[src/rtl/pi_est_pkg.sv]
// Shared constants and FSM encoding for the pi tally scanner.
// The default scan square and circle radius are 480 pixels.
package pi_est_pkg;

  localparam int SIDE    = 480;
  localparam int RADIUS  = 480;
  localparam int CNT_W   = 18;
  localparam int Q_W     = 16;
  localparam int COORD_W = 9;
  localparam int SUM_W   = 19;
  localparam int NUM_W   = CNT_W + Q_W - 1;

  localparam logic [SUM_W-1:0] RADIUS_SQ = 19'd230400;

  typedef enum logic [2:0] {
    ST_IDLE,
    ST_SCAN,
    ST_DRAIN,
    ST_DIV,
    ST_DONE
  } state_t;

endpackage

[src/rtl/pi_tally_scanner_div.sv]
// Unsigned restoring divider: one quotient bit per cycle.
// The start cycle computes the first bit directly from num.
module seq_divider #(
  parameter int N_W = 33,
  parameter int D_W = 18,
  parameter int Q_W = 16
) (
  input  logic           clk10,
  input  logic           reset,
  input  logic           start,
  input  logic [N_W-1:0] num,
  input  logic [D_W-1:0] den,
  output logic           busy,
  output logic           done,
  output logic [Q_W-1:0] quot
);

  localparam int C_W = $clog2(Q_W + 1);

  logic [D_W-1:0] rem_r;
  logic [Q_W-1:0] num_sh_r;
  logic [C_W-1:0] cnt_r;
  logic [D_W-1:0] cur_rem_s;
  logic           cur_bit_s;
  logic [D_W:0]   trial_s;
  logic           q_bit_s;
  logic [D_W-1:0] rem_next_s;

  // One restoring step; the upper numerator bits seed the remainder because the quotient fits Q_W
  always_comb begin
    cur_rem_s  = rem_r;
    cur_bit_s  = num_sh_r[Q_W-1];
    q_bit_s    = 1'b0;
    rem_next_s = rem_r;
    if (start && !busy) begin
      cur_rem_s = D_W'(num[N_W-1:Q_W]);
      cur_bit_s = num[Q_W-1];
    end else begin
      cur_rem_s = rem_r;
      cur_bit_s = num_sh_r[Q_W-1];
    end
    trial_s = {cur_rem_s, cur_bit_s};
    if (trial_s >= {1'b0, den}) begin
      q_bit_s    = 1'b1;
      rem_next_s = D_W'(trial_s - {1'b0, den});
    end else begin
      q_bit_s    = 1'b0;
      rem_next_s = trial_s[D_W-1:0];
    end
  end

  // Iteration control, shift registers and completion pulse
  always_ff @(posedge clk10) begin
    if (reset) begin
      rem_r    <= '0;
      num_sh_r <= '0;
      cnt_r    <= '0;
      quot     <= '0;
      busy     <= 1'b0;
      done     <= 1'b0;
    end else begin
      done <= 1'b0;
      if (busy) begin
        rem_r    <= rem_next_s;
        num_sh_r <= {num_sh_r[Q_W-2:0], 1'b0};
        quot     <= {quot[Q_W-2:0], q_bit_s};
        cnt_r    <= cnt_r - C_W'(1);
        if (cnt_r == C_W'(1)) begin
          busy <= 1'b0;
          done <= 1'b1;
        end else begin
          busy <= 1'b1;
        end
      end else if (start) begin
        rem_r    <= rem_next_s;
        num_sh_r <= {num[Q_W-2:0], 1'b0};
        quot     <= {{(Q_W-1){1'b0}}, q_bit_s};
        cnt_r    <= C_W'(Q_W - 1);
        busy     <= 1'b1;
      end else begin
        busy <= 1'b0;
      end
    end
  end

endmodule

[src/rtl/pi_tally_scanner.sv]
// Raster-scans the pixel memory, tallies set pixels in the square and the quarter
// circle, then divides to a Q3.13 pi estimate.
module pi_tally_scanner
  import pi_est_pkg::*;
#(
  parameter int SCAN_SIDE   = SIDE,
  parameter int SCAN_RADIUS = RADIUS,
  parameter int RD_LAT      = 1
) (
  input  logic               clk10,
  input  logic               reset,
  input  logic               start,
  output logic               rd_en,
  output logic [COORD_W-1:0] rd_x,
  output logic [COORD_W-1:0] rd_y,
  input  logic               rd_color,
  output logic               busy,
  output logic               done,
  output logic               valid,
  output logic [CNT_W-1:0]   total_cnt,
  output logic [CNT_W-1:0]   inside_cnt,
  output logic [Q_W-1:0]     pi_q
);

  localparam logic [COORD_W-1:0] LAST_COORD = COORD_W'(SCAN_SIDE - 1);
  localparam logic [SUM_W-1:0]   RAD_SQ     = SUM_W'(SCAN_RADIUS * SCAN_RADIUS);

  state_t             state_r;
  logic [1:0]         drain_cnt_r;
  logic               div_start_r;
  logic               div_busy_s;
  logic               div_done_s;
  logic [Q_W-1:0]     div_quot_s;
  logic [NUM_W-1:0]   div_num_s;
  logic [SUM_W-1:0]   x_ext_s;
  logic [SUM_W-1:0]   y_ext_s;
  logic [SUM_W-1:0]   radius_sum_s;
  logic               in_flag_s;
  logic [RD_LAT-1:0]  tag_r;
  logic [RD_LAT-1:0]  flag_r;
  logic               hit_s;
  logic               hit_inside_s;

  // Circle test on the address being issued, plus the return-side hit qualifiers
  always_comb begin
    x_ext_s      = {{(SUM_W-COORD_W){1'b0}}, rd_x};
    y_ext_s      = {{(SUM_W-COORD_W){1'b0}}, rd_y};
    radius_sum_s = x_ext_s * x_ext_s + y_ext_s * y_ext_s;
    in_flag_s    = (radius_sum_s < RAD_SQ);
    hit_s        = tag_r[RD_LAT-1] & rd_color;
    hit_inside_s = hit_s & flag_r[RD_LAT-1];
    div_num_s    = {inside_cnt, {(Q_W-1){1'b0}}};
  end

  // Delay the inside flag alongside the read tag so both meet the returning pixel
  always_ff @(posedge clk10) begin
    if (reset) begin
      tag_r  <= '0;
      flag_r <= '0;
    end else begin
      tag_r[0]  <= rd_en;
      flag_r[0] <= in_flag_s;
      for (int i = 1; i < RD_LAT; i++) begin
        tag_r[i]  <= tag_r[i-1];
        flag_r[i] <= flag_r[i-1];
      end
    end
  end

  seq_divider #(
    .N_W(NUM_W),
    .D_W(CNT_W),
    .Q_W(Q_W)
  ) u_div (
    .clk10 (clk10),
    .reset (reset),
    .start (div_start_r),
    .num   (div_num_s),
    .den   (total_cnt),
    .busy  (div_busy_s),
    .done  (div_done_s),
    .quot  (div_quot_s)
  );

  // Control FSM with address generation, accumulation and result registers
  always_ff @(posedge clk10) begin
    if (reset) begin
      state_r     <= ST_IDLE;
      drain_cnt_r <= 2'd0;
      div_start_r <= 1'b0;
      rd_en       <= 1'b0;
      rd_x        <= '0;
      rd_y        <= '0;
      busy        <= 1'b0;
      done        <= 1'b0;
      valid       <= 1'b0;
      total_cnt   <= '0;
      inside_cnt  <= '0;
      pi_q        <= '0;
    end else begin
      done        <= 1'b0;
      div_start_r <= 1'b0;
      case (state_r)
        ST_IDLE: begin
          if (start) begin
            state_r    <= ST_SCAN;
            busy       <= 1'b1;
            valid      <= 1'b0;
            total_cnt  <= '0;
            inside_cnt <= '0;
            pi_q       <= '0;
            rd_en      <= 1'b1;
            rd_x       <= '0;
            rd_y       <= '0;
          end
        end
        ST_SCAN: begin
          total_cnt  <= total_cnt + {{(CNT_W-1){1'b0}}, hit_s};
          inside_cnt <= inside_cnt + {{(CNT_W-1){1'b0}}, hit_inside_s};
          if (rd_x == LAST_COORD) begin
            rd_x <= '0;
            if (rd_y == LAST_COORD) begin
              rd_y        <= '0;
              rd_en       <= 1'b0;
              drain_cnt_r <= 2'(RD_LAT - 1);
              state_r     <= ST_DRAIN;
            end else begin
              rd_y <= rd_y + 9'd1;
            end
          end else begin
            rd_x <= rd_x + 9'd1;
          end
        end
        ST_DRAIN: begin
          total_cnt  <= total_cnt + {{(CNT_W-1){1'b0}}, hit_s};
          inside_cnt <= inside_cnt + {{(CNT_W-1){1'b0}}, hit_inside_s};
          if (drain_cnt_r == 2'd0) begin
            state_r     <= ST_DIV;
            div_start_r <= 1'b1;
          end else begin
            drain_cnt_r <= drain_cnt_r - 2'd1;
          end
        end
        ST_DIV: begin
          // An empty square has no meaningful ratio; report zero rather than the divider output
          if (div_done_s && !div_busy_s) begin
            state_r <= ST_DONE;
            done    <= 1'b1;
            valid   <= 1'b1;
            busy    <= 1'b0;
            pi_q    <= (total_cnt == '0) ? '0 : div_quot_s;
          end
        end
        ST_DONE: begin
          state_r <= ST_IDLE;
        end
        default: begin
          state_r <= ST_IDLE;
        end
      endcase
    end
  end

endmodule

[config.mk]
export PLATFORM = sky130hd
export DESIGN_NAME = pi_tally_scanner
export DESIGN_NICKNAME = d
export VERILOG_FILES = /design/src/rtl/pi_est_pkg.sv /design/src/rtl/pi_tally_scanner_div.sv /design/src/rtl/pi_tally_scanner.sv
export SDC_FILE = /design/constraint.sdc
export NUM_CORES = 1
export LEC_CHECK = 0
export ABC_AREA = 0
export ABC_CLOCK_PERIOD_IN_PS = 5950
export CORE_UTILIZATION = 50
export DETAILED_ROUTE_END_ITERATION = 10
export PLACE_DENSITY_LB_ADDON = 0.12
export SYNTH_ARGS = -nofsm -noshare
export SYNTH_HDL_FRONTEND = slang
export SYNTH_SLANG_ARGS = --single-unit
[constraint.sdc]
create_clock -name clk10 -period 5.95 [get_ports clk10]
set_input_delay 1.4875 -clock clk10 [delete_from_list [all_inputs] [get_ports clk10]]
set_output_delay 1.4875 -clock clk10 [all_outputs]
set_load 0.02 [all_outputs]
# ---- Word level (Yosys, flattened, before mapping)
# Cells that the tools add are included.
dict set report totals {
  register_bits 138
  input_bits 4
  out_inout_bits 74
  wordCells 121
}
dict set report classes {
  add_sub_neg 8
  n_mul 2
  n_lt_le_gt_ge 2
  n_eq_ne 12
  mux 50
  bitwise_logic 5
  n_reduce_logical 22
}
# op n
set ops {}
lappend ops {{$mux 16} 7}
lappend ops {{$mux 18} 5}
lappend ops {{$pmux 18 s2} 2}
lappend ops {{$add 18x1->18} 2}
lappend ops {{$mul 9x9->18} 2}
lappend ops {{$mux 9} 4}
lappend ops {{$pmux 9 s2} 2}
lappend ops {{$pmux 16 s2} 1}
lappend ops {{$add 18x18->19} 1}
lappend ops {{$ge 19x18->1} 1}
lappend ops {{$lt 19x18->1 const B} 1}
lappend ops {{$add 9x1->9 const B} 2}
lappend ops {{$eq 9x9->1 const B} 2}
lappend ops {{$logic_not 18->1} 1}
lappend ops {{$sub 18x18->18} 1}
lappend ops {{$mux 3} 5}
lappend ops {{$mux 1} 14}
lappend ops {{$ne 2x2->1 const B} 6}
lappend ops {{$pmux 3 s4} 1}
lappend ops {{$mux 5} 2}
lappend ops {{$reduce_bool 2->1} 5}
lappend ops {{$reduce_and 4->1} 2}
lappend ops {{$reduce_or 2->1} 4}
lappend ops {{$eq 3x2->1 const B} 2}
lappend ops {{16 further kinds} 26}

# ---- Logic depth before layout (Yosys ltp)
# Gate-level depths: netlist of the first run.
dict set report depth {
  word_depth 7
  ltp_mapped 23
  mapped_depth_nobuf 22
}

# ---- By module
# Synthesis of the first run repeated with hierarchy kept, for this count alone.
dict set report hier_totals {
  cells_unflattened 1318
  area_unflattened_um2 11250.8
}
# module n_inst cells_per_inst area_per_inst_um2 seq_area_each_um2
set by_module_without_submodules {}
lappend by_module_without_submodules {pi_tally_scanner 1 871 7632.3 1641.6}
lappend by_module_without_submodules {seq_divider 1 447 3618.5 1121.1}

# ---- Least setup slack after synthesis of the first run
# OpenSTA, ideal clock, no wires.
dict set report synth_path {
  path_kind {register to register}
  startpoint {register rd_y[1]}
  endpoint {register flag_r}
  setup_time_ps 91
  arrival_time_ps 5955
  required_time_ps 5859
  slack_ps -96
  path_stages_with_launch 23
  n_path_buf 1
  period_less_slack_ps 6046
  cell_sequence {dfxtp_1 > clkbuf_1 > and2_1 > inv_1 > fa_1 > inv_1 > fa_1 > inv_1 > fa_1 > inv_1 > fa_1 > fa_1 > inv_1 > fa_1 > inv_1 > ha_1 > and4b_1 > a221oi_2 > a21oi_1 > or4_1 > a21oi_1 > o21ai_0 > a311oi_1}
}
dict set report synth_between {
  elab_chain_len 3
}
# item line
set synth_rtl {}
lappend synth_rtl {{start, declared} pi_tally_scanner.sv:15} ;# output logic [COORD_W-1:0] rd_y,
lappend synth_rtl {{start signal, assigned} pi_tally_scanner.sv:128} ;# rd_y <= rd_y + 9'd1;
lappend synth_rtl {{$mul 9x9->18} pi_tally_scanner.sv:48} ;# radius_sum_s = x_ext_s * x_ext_s + y_ext_s * y_ext_s;
lappend synth_rtl {{$add 18x18->19} pi_tally_scanner.sv:48}
lappend synth_rtl {{$lt 19x18->1} pi_tally_scanner.sv:49} ;# in_flag_s = (radius_sum_s < RAD_SQ);
lappend synth_rtl {{end signal, assigned by index} pi_tally_scanner.sv:65} ;# flag_r[i] <= flag_r[i-1];
lappend synth_rtl {{end, declared} pi_tally_scanner.sv:40} ;# logic [RD_LAT-1:0] flag_r;
# Every way passes these cells.
# A chain may end at the register's enable or synchronous reset.

# ---- Worst setup path in the final report of the first run
dict set report layout_path {
  startpoint {register rd_y[0]}
  endpoint {register flag_r}
}
# The elaborated chain is that of the path after synthesis.

==> impl_metrics.xml, run 1 <==
<?xml version="1.0" encoding="UTF-8"?>
<metrics>
  <group name="status">
    <metric name="outcome" unit="">finished, final reports clean</metric>
  </group>
  <group name="synthesis">
    <metric name="yosys_register_bits" unit="">123</metric>
    <metric name="ys_seq_area_share" unit="%">23.7</metric>
    <metric name="synth.top_cells.by_area" unit="">sky130_fd_sc_hd__dfxtp_1 24%, sky130_fd_sc_hd__fa_1 19%, sky130_fd_sc_hd__ha_1 9.8%</metric>
    <metric name="syn_nets" unit="">1380</metric>
    <metric name="share_of_yosys_cell_area_claimed_by_the_top_area_cell_type" unit="%">23.7</metric>
    <metric name="yosys_most_used_dff" unit="">sky130_fd_sc_hd__dfxtp_1</metric>
    <metric name="ys_warn_count" unit="">0</metric>
    <metric name="synth_enable_flop_cells" unit="">0</metric>
    <metric name="synthCells" unit="">1194</metric>
    <metric name="count_leader_synth" unit="">sky130_fd_sc_hd__inv_1</metric>
    <metric name="yosysTopAreaCell" unit="">sky130_fd_sc_hd__dfxtp_1</metric>
    <metric name="synth.cells.most_frequent" unit="">194 x sky130_fd_sc_hd__inv_1, 126 x sky130_fd_sc_hd__nor2_1, 123 x sky130_fd_sc_hd__dfxtp_1, 101 x sky130_fd_sc_hd__fa_1, 81 x sky130_fd_sc_hd__ha_1</metric>
    <metric name="post_synth_num_cell_types" unit="">69</metric>
    <metric name="ys_async_sr_fraction" unit="%">0</metric>
    <metric name="avgSynthCellArea" unit="um2">8.70</metric>
    <metric name="synth_area" unit="mm2">0.0104</metric>
  </group>
  <group name="pwr">
    <metric name="power_report.internal_total" unit="uW">2150</metric>
    <metric name="total_switching_power" unit="uW">1530</metric>
    <metric name="ir_drop" unit="mV">0.385</metric>
    <metric name="fraction_of_power_consumed_by_the_clock_network" unit="%">27.3</metric>
    <metric name="power.combinational.fraction" unit="%">46.5</metric>
    <metric name="p_seq_share" unit="%">26.1</metric>
    <metric name="power.density_cell_area" unit="mW/mm2">300</metric>
    <metric name="leakagePower" unit="uW">0.00563</metric>
    <metric name="power_switching_share" unit="%">41.6</metric>
  </group>
  <group name="clocking">
    <metric name="cts-root-buf" unit="">sky130_fd_sc_hd__clkbuf_16</metric>
    <metric name="cts_bufs_inserted" unit="">17</metric>
    <metric name="cts.reportedPaths.clkPinSlew" unit="ns">0.07</metric>
    <metric name="clock_sinks" unit="">123</metric>
    <metric name="htree_levels" unit="">4</metric>
    <metric name="cts_hold_buffers" unit="">0</metric>
    <metric name="clk-insertion-delay-late" unit="ns">0.42</metric>
    <metric name="tritoncts" unit="">done</metric>
    <metric name="cts-root-to-sink-buffers" unit="">2</metric>
  </group>
  <group name="timing">
    <metric name="setup_viol_count_final" unit="">0</metric>
    <metric name="tightestPinTransition" unit="ns">1.13</metric>
    <metric name="final.setup_skew" unit="ns">0.0136</metric>
    <metric name="final.period_utilization" unit="%">96.4</metric>
    <metric name="final.setup.tns" unit="ns">0</metric>
    <metric name="slew_viol_final" unit="">0</metric>
    <metric name="timing.final.hold_violations" unit="">0</metric>
    <metric name="hold_ws" unit="ns">0.452</metric>
    <metric name="timing.final.crit_period" unit="ns">5.73</metric>
    <metric name="max-slew-margin-rel" unit="%">24.1</metric>
    <metric name="maxClockFrequency" unit="MHz">174</metric>
  </group>
  <group name="routing">
    <metric name="route.detailed.drc" unit="">0</metric>
    <metric name="avgViaCountPerCell" unit="">5.35</metric>
    <metric name="route.detailed.wl_per_inst" unit="um">15.5</metric>
    <metric name="number_of_iterations_in_the_first_detailed_routing_pass" unit="">5</metric>
    <metric name="drt_iter0_drc" unit="">514</metric>
    <metric name="postRouteAntennaNets" unit="">0</metric>
    <metric name="vias" unit="">8331</metric>
    <metric name="drt-total-wl" unit="um">24100</metric>
  </group>
  <group name="setup_path">
    <metric name="cp_num_cells" unit="">20</metric>
    <metric name="largest_stage_delay_worst_path" unit="ns">0.53</metric>
    <metric name="critPathMostFrequentCell" unit="">sky130_fd_sc_hd__fa_1</metric>
    <metric name="worstSetupStartpoint" unit="">rd_y[0]</metric>
    <metric name="crit_slowest_cell" unit="">sky130_fd_sc_hd__fa_1</metric>
    <metric name="worst-endpoint-required" unit="ns">6.28</metric>
    <metric name="critical_path_peak_fanout" unit="">4</metric>
    <metric name="critPathKind" unit="">reg2reg</metric>
    <metric name="worstRegToRegCells" unit="">20</metric>
    <metric name="cp_data_arrival_time" unit="ns">6.06</metric>
    <metric name="path_cells" unit="">nand2_1 &gt; fa_1 &gt; inv_1 &gt; fa_1 &gt; inv_1 &gt; fa_1 &gt; inv_1 &gt; fa_1 &gt; fa_1 &gt; inv_1 &gt; fa_1 &gt; inv_1 &gt; ha_4 &gt; and4b_1 &gt; a221oi_4 &gt; a21oi_2 &gt; or4_1 &gt; a21oi_1 &gt; o21ai_1 &gt; a311oi_1</metric>
    <metric name="cp_top_family" unit="">adder cells</metric>
    <metric name="cp-start-kind" unit="">register</metric>
    <metric name="worstSetupEndpointType" unit="">register</metric>
    <metric name="reg2reg_from" unit="">rd_y[0]</metric>
    <metric name="critPathBufInv" unit="">5</metric>
  </group>
  <group name="worst_hold_path">
    <metric name="min_path_cells" unit="">2</metric>
    <metric name="timing.hold.worst.class" unit="">reg2reg</metric>
    <metric name="timing.hold.worst.start" unit="">drain_cnt_r[1]</metric>
  </group>
  <group name="grt">
    <metric name="grt_start_max_net_pins" unit="">46</metric>
    <metric name="groute.layer.met3.usage" unit="%">5.16</metric>
    <metric name="antenna_found_initial" unit="">0</metric>
    <metric name="gr-usage-all-layers" unit="%">23.3</metric>
    <metric name="grt_first_pass_wirelength" unit="um">39900</metric>
    <metric name="grtUsageMet2" unit="%">35.3</metric>
    <metric name="grt_met1_usage" unit="%">34.1</metric>
    <metric name="first_global_vias" unit="">8054</metric>
    <metric name="grt_overflow_total" unit="">0</metric>
    <metric name="grt.busiest_layer" unit="">met2</metric>
  </group>
  <group name="floorplan">
    <metric name="design.die.area" unit="mm2">0.0214</metric>
    <metric name="die_height" unit="um">146</metric>
    <metric name="die-width" unit="um">146</metric>
    <metric name="floorplan.rows" unit="">52</metric>
    <metric name="initial_core_utilization" unit="%">51.2</metric>
    <metric name="core" unit="mm2">0.0203</metric>
    <metric name="floorplan.io_pins" unit="">78</metric>
  </group>
  <group name="final_layout">
    <metric name="final_area" unit="mm2">0.0122</metric>
    <metric name="fraction_of_final_layout_cells_sized_beyond_drive_strength_1" unit="%">9.71</metric>
    <metric name="area_growth" unit="%">17.8</metric>
    <metric name="final_net_count" unit="">1460</metric>
    <metric name="number_of_filler_cells_placed_in_the_layout" unit="">1846</metric>
    <metric name="diodes" unit="">0</metric>
  </group>
  <group name="place">
    <metric name="gp_routability_congestion" unit="">0.872</metric>
    <metric name="port_buffers" unit="">77</metric>
    <metric name="detailedPlacementHpwl" unit="um">18700</metric>
    <metric name="placed_cell_area" unit="mm2">0.0115</metric>
  </group>
  <group name="run">
    <metric name="max_cap_violations" unit="">0</metric>
  </group>
</metrics>
-- power groups by stage --
stage	Clock [uW]	Combinational, uW	Sequential, uW
5_1_grt	1060	1870	971
2_1_floorplan	0	1370	968
6_report	1000	1710	960
3_3_place_gp	0	1670	973
3_5_place_dp	0	1680	975
4_1_cts	1020	1690	957
-- kinds of logic after synthesis --
kind of cell	after synthesis	synth area share, %
AOI/OAI and AO/OA	191	12.8
xor gates and xnor gates	54	4.55
adders and majority gates	182	29.2
buffers and inverters	242	8.92
DFF	123	23.7
muxes	32	3.32
and+or+nand+nor	370	17.5
-- per-layer routing --
metal / wire length (um) / up-vias / part of all wire (%)
met2: 10700 / 214 / 44
met5: 0 / - / 0
met4: 170 / 0 / 0.71
li1: - / 4113 / -
met1: 11700 / 3992 / 49
met3: 1460 / 12 / 6.0
-- state kept, by name, indices dropped and copies added, names as in the netlist, 2 cells and up --
| register | count |
|---|---|
| drain_cnt_r | 2 |
| inside_cnt | 18 |
| state_r | 3 |
| rd_x | 9 |
| u_div.rem_r | 18 |
| u_div.cnt_r | 5 |
| total_cnt | 18 |
| u_div.quot | 16 |
| rd_y | 9 |
| pi_q | 16 |
-- layout by cell type, fill, tap and decap left out, types with 4 or more instances in the layout --
| cell type | count |
|---|---|
| sky130_fd_sc_hd__mux2i_1 | 15 |
| sky130_fd_sc_hd__nand2b_1 | 9 |
| sky130_fd_sc_hd__or2_2 | 6 |
| sky130_fd_sc_hd__or3_1 | 11 |
| sky130_fd_sc_hd__xor2_1 | 20 |
| sky130_fd_sc_hd__buf_4 | 30 |
| sky130_fd_sc_hd__xnor2_1 | 32 |
| sky130_fd_sc_hd__a21oi_1 | 47 |
| sky130_fd_sc_hd__a22oi_1 | 20 |
| sky130_fd_sc_hd__o31ai_1 | 4 |
| sky130_fd_sc_hd__fa_1 | 100 |
| sky130_fd_sc_hd__nor3b_1 | 5 |
| sky130_fd_sc_hd__nor2_4 | 4 |
| sky130_fd_sc_hd__o21ai_0 | 25 |
| sky130_fd_sc_hd__nor2b_1 | 6 |
| sky130_fd_sc_hd__nor2_1 | 122 |
| sky130_fd_sc_hd__nand3_1 | 18 |
| sky130_fd_sc_hd__clkdlybuf4s50_1 | 76 |
| sky130_fd_sc_hd__inv_1 | 193 |
| sky130_fd_sc_hd__and3_1 | 11 |
| sky130_fd_sc_hd__a31oi_1 | 6 |
| sky130_fd_sc_hd__nand4_1 | 15 |
| sky130_fd_sc_hd__nor3_1 | 17 |
| sky130_fd_sc_hd__a311oi_1 | 8 |
| sky130_fd_sc_hd__a211oi_1 | 15 |
| sky130_fd_sc_hd__dfxtp_2 | 5 |
| sky130_fd_sc_hd__nand2_1 | 79 |
| sky130_fd_sc_hd__a22o_1 | 16 |
| sky130_fd_sc_hd__o21a_1 | 8 |
| sky130_fd_sc_hd__mux2_2 | 16 |
| sky130_fd_sc_hd__and2_1 | 36 |
| sky130_fd_sc_hd__a21o_1 | 8 |
| sky130_fd_sc_hd__ha_1 | 78 |
| sky130_fd_sc_hd__inv_6 | 5 |
| sky130_fd_sc_hd__o211ai_1 | 4 |
| sky130_fd_sc_hd__nor4_1 | 11 |
| sky130_fd_sc_hd__dfxtp_1 | 118 |
| sky130_fd_sc_hd__clkbuf_16 | 17 |
| sky130_fd_sc_hd__inv_8 | 6 |
-- path summary, 6_finish.rpt --
check,slack [ns],to
max,0.22,flag_r
min,0.45,drain_cnt_r[1]
max reg2reg,0.22,flag_r
min reg2reg,0.45,drain_cnt_r[1]
-- area by class of cell --
type	count	area (um2)	share of cell area, %
flip-flops and latches	123	2470	20.2
clock buffers	17	425	3.48
repair buffers	109	1010	8.28
multi-input cells	829	7120	58.2
well taps	270	338	2.76
clock inverters	15	144	1.18
inverters	194	732	5.98
-- stage by stage --
| stage | total power (uW) | worst slack, ns | util [%] | cells |
|---|---|---|---|---|
| floorplan | 2330 | 0.00360 | - | 1194 |
| global placement | 2650 | 0.133 | 56.7 | 1522 |
| detailed placement | 2650 | 0.00896 | 56.7 | 1522 |
| CTS | 3670 | 0.00673 | 59.6 | 1554 |
| global route | 3910 | -0.0129 | 60.3 | 1557 |
| finish | 3670 | 0.217 | 60.3 | 1557 |
-- repair_timing --
action	in CTS	in global routing
setup endpoints to repair	1	1
setup buffers	0	3
pin swaps	0	13
resized for setup	1	29
-- worst reg2reg max path, cell delays in order (launching register included) --
cell and delay (ns):
sky130_fd_sc_hd__dfxtp_1 0.39, sky130_fd_sc_hd__nand2_1 0.12, sky130_fd_sc_hd__fa_1 0.53, sky130_fd_sc_hd__inv_1 0.06, sky130_fd_sc_hd__fa_1 0.50, sky130_fd_sc_hd__inv_1 0.05, sky130_fd_sc_hd__fa_1 0.47, sky130_fd_sc_hd__inv_1 0.05
sky130_fd_sc_hd__fa_1 0.45, sky130_fd_sc_hd__fa_1 0.52, sky130_fd_sc_hd__inv_1 0.05, sky130_fd_sc_hd__fa_1 0.52, sky130_fd_sc_hd__inv_1 0.07, sky130_fd_sc_hd__ha_4 0.25, sky130_fd_sc_hd__and4b_1 0.20, sky130_fd_sc_hd__a221oi_4 0.37
sky130_fd_sc_hd__a21oi_2 0.12, sky130_fd_sc_hd__or4_1 0.49, sky130_fd_sc_hd__a21oi_1 0.13, sky130_fd_sc_hd__o21ai_1 0.08, sky130_fd_sc_hd__a311oi_1 0.22
(Power assumes the default switching activity.)
==> run 2: changes to the inputs <==
--- a/config.mk
+++ b/config.mk
@@ -9,6 +9,7 @@
 export ABC_CLOCK_PERIOD_IN_PS = 5950
 export CORE_UTILIZATION = 50
 export DETAILED_ROUTE_END_ITERATION = 10
+export MAX_ROUTING_LAYER = met4
 export PLACE_DENSITY_LB_ADDON = 0.12
 export SYNTH_ARGS = -nofsm -noshare
 export SYNTH_HDL_FRONTEND = slang
==> run 2 against run 1 <==
Clock power is essentially flat. Die area is the same. Routed wire length grew 1.3%. Critical path depth is 1 lower. Worst hold slack better by 0.014 ns. First-iteration DRC count down 4.7%. Sequential cell count did not move. Highest routed layer unchanged.
==> impl_metrics.xml, run 2 (synthesis results as in run 1) <==
<?xml version="1.0" encoding="UTF-8"?>
<metrics>
  <group name="setup_path">
    <metric name="worstRegToRegCells" unit="">19</metric>
    <metric name="critPathKind" unit="">reg2reg</metric>
    <metric name="critical_path_peak_fanout" unit="">10</metric>
    <metric name="cp_data_arrival_time" unit="ns">6.09</metric>
    <metric name="timing.reg2reg.setup_slack" unit="ns">0.20</metric>
    <metric name="worst-endpoint-required" unit="ns">6.29</metric>
    <metric name="path_cells" unit="">buf_6 &gt; clkinvlp_4 &gt; nor2_4 &gt; fa_1 &gt; fa_2 &gt; fa_1 &gt; fa_1 &gt; fa_1 &gt; inv_1 &gt; fa_1 &gt; inv_1 &gt; ha_4 &gt; and4b_1 &gt; a221oi_4 &gt; a21oi_2 &gt; or4_4 &gt; a21oi_2 &gt; o21ai_0 &gt; a311oi_1</metric>
    <metric name="crit_slowest_cell" unit="">sky130_fd_sc_hd__fa_1</metric>
    <metric name="reg2reg_from" unit="">rd_y[6]</metric>
    <metric name="capture_instance_of_the_worst_register_to_register_path" unit="">flag_r</metric>
    <metric name="cp_top_family" unit="">adder cells</metric>
    <metric name="critPathMostFrequentCell" unit="">sky130_fd_sc_hd__fa_1</metric>
    <metric name="worstSetupEndpointType" unit="">register</metric>
    <metric name="cp-start-kind" unit="">register</metric>
    <metric name="largest_stage_delay_worst_path" unit="ns">0.55</metric>
    <metric name="critPathBufInv" unit="">4</metric>
  </group>
  <group name="floorplan">
    <metric name="initial_core_utilization" unit="%">51.2</metric>
    <metric name="die-width" unit="um">146</metric>
    <metric name="design.die.area" unit="mm2">0.0214</metric>
    <metric name="floorplan.io_pins" unit="">78</metric>
    <metric name="floorplan.rows" unit="">52</metric>
    <metric name="core" unit="mm2">0.0203</metric>
    <metric name="die_height" unit="um">146</metric>
  </group>
  <group name="final_layout">
    <metric name="reg.largest.list" unit="">inside_cnt: 18 flops, total_cnt: 18 flops, u_div.rem_r: 18 flops</metric>
    <metric name="number_of_filler_cells_placed_in_the_layout" unit="">1835</metric>
    <metric name="fin_util" unit="%">60.2</metric>
    <metric name="area_growth" unit="%">17.6</metric>
    <metric name="final_net_count" unit="">1461</metric>
    <metric name="most-common-layout-cells" unit="">193 x sky130_fd_sc_hd__inv_1, 122 x sky130_fd_sc_hd__nor2_1, 117 x sky130_fd_sc_hd__dfxtp_1</metric>
    <metric name="diodes" unit="">0</metric>
    <metric name="multi_input_comb_area" unit="mm2">0.00710</metric>
    <metric name="fraction_of_final_layout_cells_sized_beyond_drive_strength_1" unit="%">9.63</metric>
    <metric name="final_area" unit="mm2">0.0122</metric>
    <metric name="area.sequential" unit="mm2">0.00247</metric>
    <metric name="mostFrequentLayoutCell" unit="">sky130_fd_sc_hd__inv_1</metric>
  </group>
  <group name="grt">
    <metric name="grt_first_pass_wirelength" unit="um">40600</metric>
    <metric name="first_global_vias" unit="">8114</metric>
    <metric name="grt_start_max_net_pins" unit="">38</metric>
    <metric name="grt_overflow_total" unit="">0</metric>
    <metric name="antenna_found_initial" unit="">0</metric>
    <metric name="gr-usage-all-layers" unit="%">24.5</metric>
  </group>
  <group name="pwr">
    <metric name="power.density_cell_area" unit="mW/mm2">301</metric>
    <metric name="ir_drop" unit="mV">0.348</metric>
    <metric name="leakagePower" unit="uW">0.00561</metric>
  </group>
  <group name="clocking">
    <metric name="cts-root-buf" unit="">sky130_fd_sc_hd__clkbuf_16</metric>
    <metric name="clk-insertion-delay-late" unit="ns">0.42</metric>
    <metric name="clock_sinks" unit="">123</metric>
    <metric name="tritoncts" unit="">done</metric>
    <metric name="cts-root-to-sink-buffers" unit="">2</metric>
    <metric name="cts.reportedPaths.clkPinSlew" unit="ns">0.07</metric>
    <metric name="htree_levels" unit="">4</metric>
    <metric name="cts_hold_buffers" unit="">0</metric>
    <metric name="cts_bufs_inserted" unit="">17</metric>
  </group>
  <group name="timing">
    <metric name="slew_viol_final" unit="">0</metric>
    <metric name="tightestPinTransition" unit="ns">1.06</metric>
    <metric name="max-slew-margin-rel" unit="%">29.0</metric>
    <metric name="setup_viol_count_final" unit="">0</metric>
    <metric name="final.period_utilization" unit="%">96.7</metric>
    <metric name="final.setup.tns" unit="ns">0</metric>
    <metric name="post-route-worst-setup-slack" unit="ns">0.197</metric>
    <metric name="timing.final.hold_violations" unit="">0</metric>
    <metric name="maxClockFrequency" unit="MHz">174</metric>
    <metric name="hold_ws" unit="ns">0.466</metric>
    <metric name="timing.final.crit_period" unit="ns">5.75</metric>
    <metric name="final.setup_skew" unit="ns">0.0123</metric>
  </group>
  <group name="run">
    <metric name="max_cap_violations" unit="">0</metric>
  </group>
  <group name="worst_hold_path">
    <metric name="timing.hold.worst.class" unit="">reg2reg</metric>
    <metric name="holdPathEnd" unit="">drain_cnt_r[1]</metric>
    <metric name="min_path_cells" unit="">2</metric>
    <metric name="timing.hold.worst.start" unit="">drain_cnt_r[1]</metric>
  </group>
  <group name="routing">
    <metric name="route.detailed.wl_per_inst" unit="um">15.7</metric>
    <metric name="route.detailed.drc" unit="">0</metric>
    <metric name="avgViaCountPerCell" unit="">5.35</metric>
    <metric name="drt_iter0_drc" unit="">490</metric>
    <metric name="number_of_iterations_in_the_first_detailed_routing_pass" unit="">5</metric>
    <metric name="drt-total-wl" unit="um">24400</metric>
    <metric name="vias" unit="">8327</metric>
    <metric name="postRouteAntennaNets" unit="">0</metric>
  </group>
  <group name="status">
    <metric name="outcome" unit="">finished, final reports clean</metric>
  </group>
  <group name="place">
    <metric name="placed_cell_area" unit="mm2">0.0115</metric>
    <metric name="gp_routability_congestion" unit="">0.911</metric>
    <metric name="detailedPlacementHpwl" unit="um">18600</metric>
    <metric name="place_worst_setup_slack" unit="ns">-0.00842</metric>
    <metric name="port_buffers" unit="">77</metric>
  </group>
</metrics>
-- run 2: layout make-up --
cell class / instances / area share (%)
multi-input cells: 829 / 58.1
flip-flops and latches: 123 / 20.2
repair buffers: 110 / 8.32
inverters: 194 / 5.99
clock buffers: 17 / 3.48
well taps: 270 / 2.76
clock inverters: 14 / 1.13
-- run 2: metal layers --
| metal | part of all wire [%] | vias up | wire, um | track usage [%] |
|---|---|---|---|---|
| met4 | 1.2 | 0 | 304 | 6.15 |
| li1 | - | 4110 | - | - |
| met3 | 6.1 | 21 | 1490 | 4.75 |
| met5 | 0 | - | 0 | - |
| met1 | 48 | 3965 | 11800 | 34.7 |
| met2 | 44 | 231 | 10800 | 35.8 |
-- run 2: report_power, final --
group          switching [uW]  total (uW)  internal [uW]
Combinational            1000        1700            697
Clock                     435        1020            582
Sequential               65.6         961            895
Total                    1500        3680           2170
-- run 2: what timing repair did --
action	4_1_cts	5_1_grt
buffers inserted	0	3
endpoints found under the setup margin	1	1
pin swaps	2	10
gates resized for setup	3	24
-- run 2: how the worst max path moves through the flow --
stage / start / to / slack, ns / cells after the start
floorplan: rd_y[6] / flag_r / 0.004 / 22
global placement: rd_y[6] / flag_r / 0.12 / 21
detailed placement: rd_y[1] / flag_r / -0.008 / 22
CTS: rd_y[1] / flag_r / 0.02 / 21
global route: rd_y[5] / flag_r / -0.06 / 21
finish: rd_y[6] / flag_r / 0.20 / 19
-- run 2: tightest hold or removal path, stage by stage, from the launching register on --
cell,delay [ns]
sky130_fd_sc_hd__dfxtp_1,0.31
sky130_fd_sc_hd__nand2_1,0.05
sky130_fd_sc_hd__a21oi_1,0.05
-- run 2: through the flow --
| step | cells | total power, uW |
|---|---|---|
| 3_5_place_dp | 1523 | 2660 |
| 2_1_floorplan | 1194 | 2330 |
| 3_3_place_gp | 1523 | 2660 |
| 4_1_cts | 1554 | 3690 |
| 6_report | 1557 | 3680 |
| 5_1_grt | 1557 | 3900 |
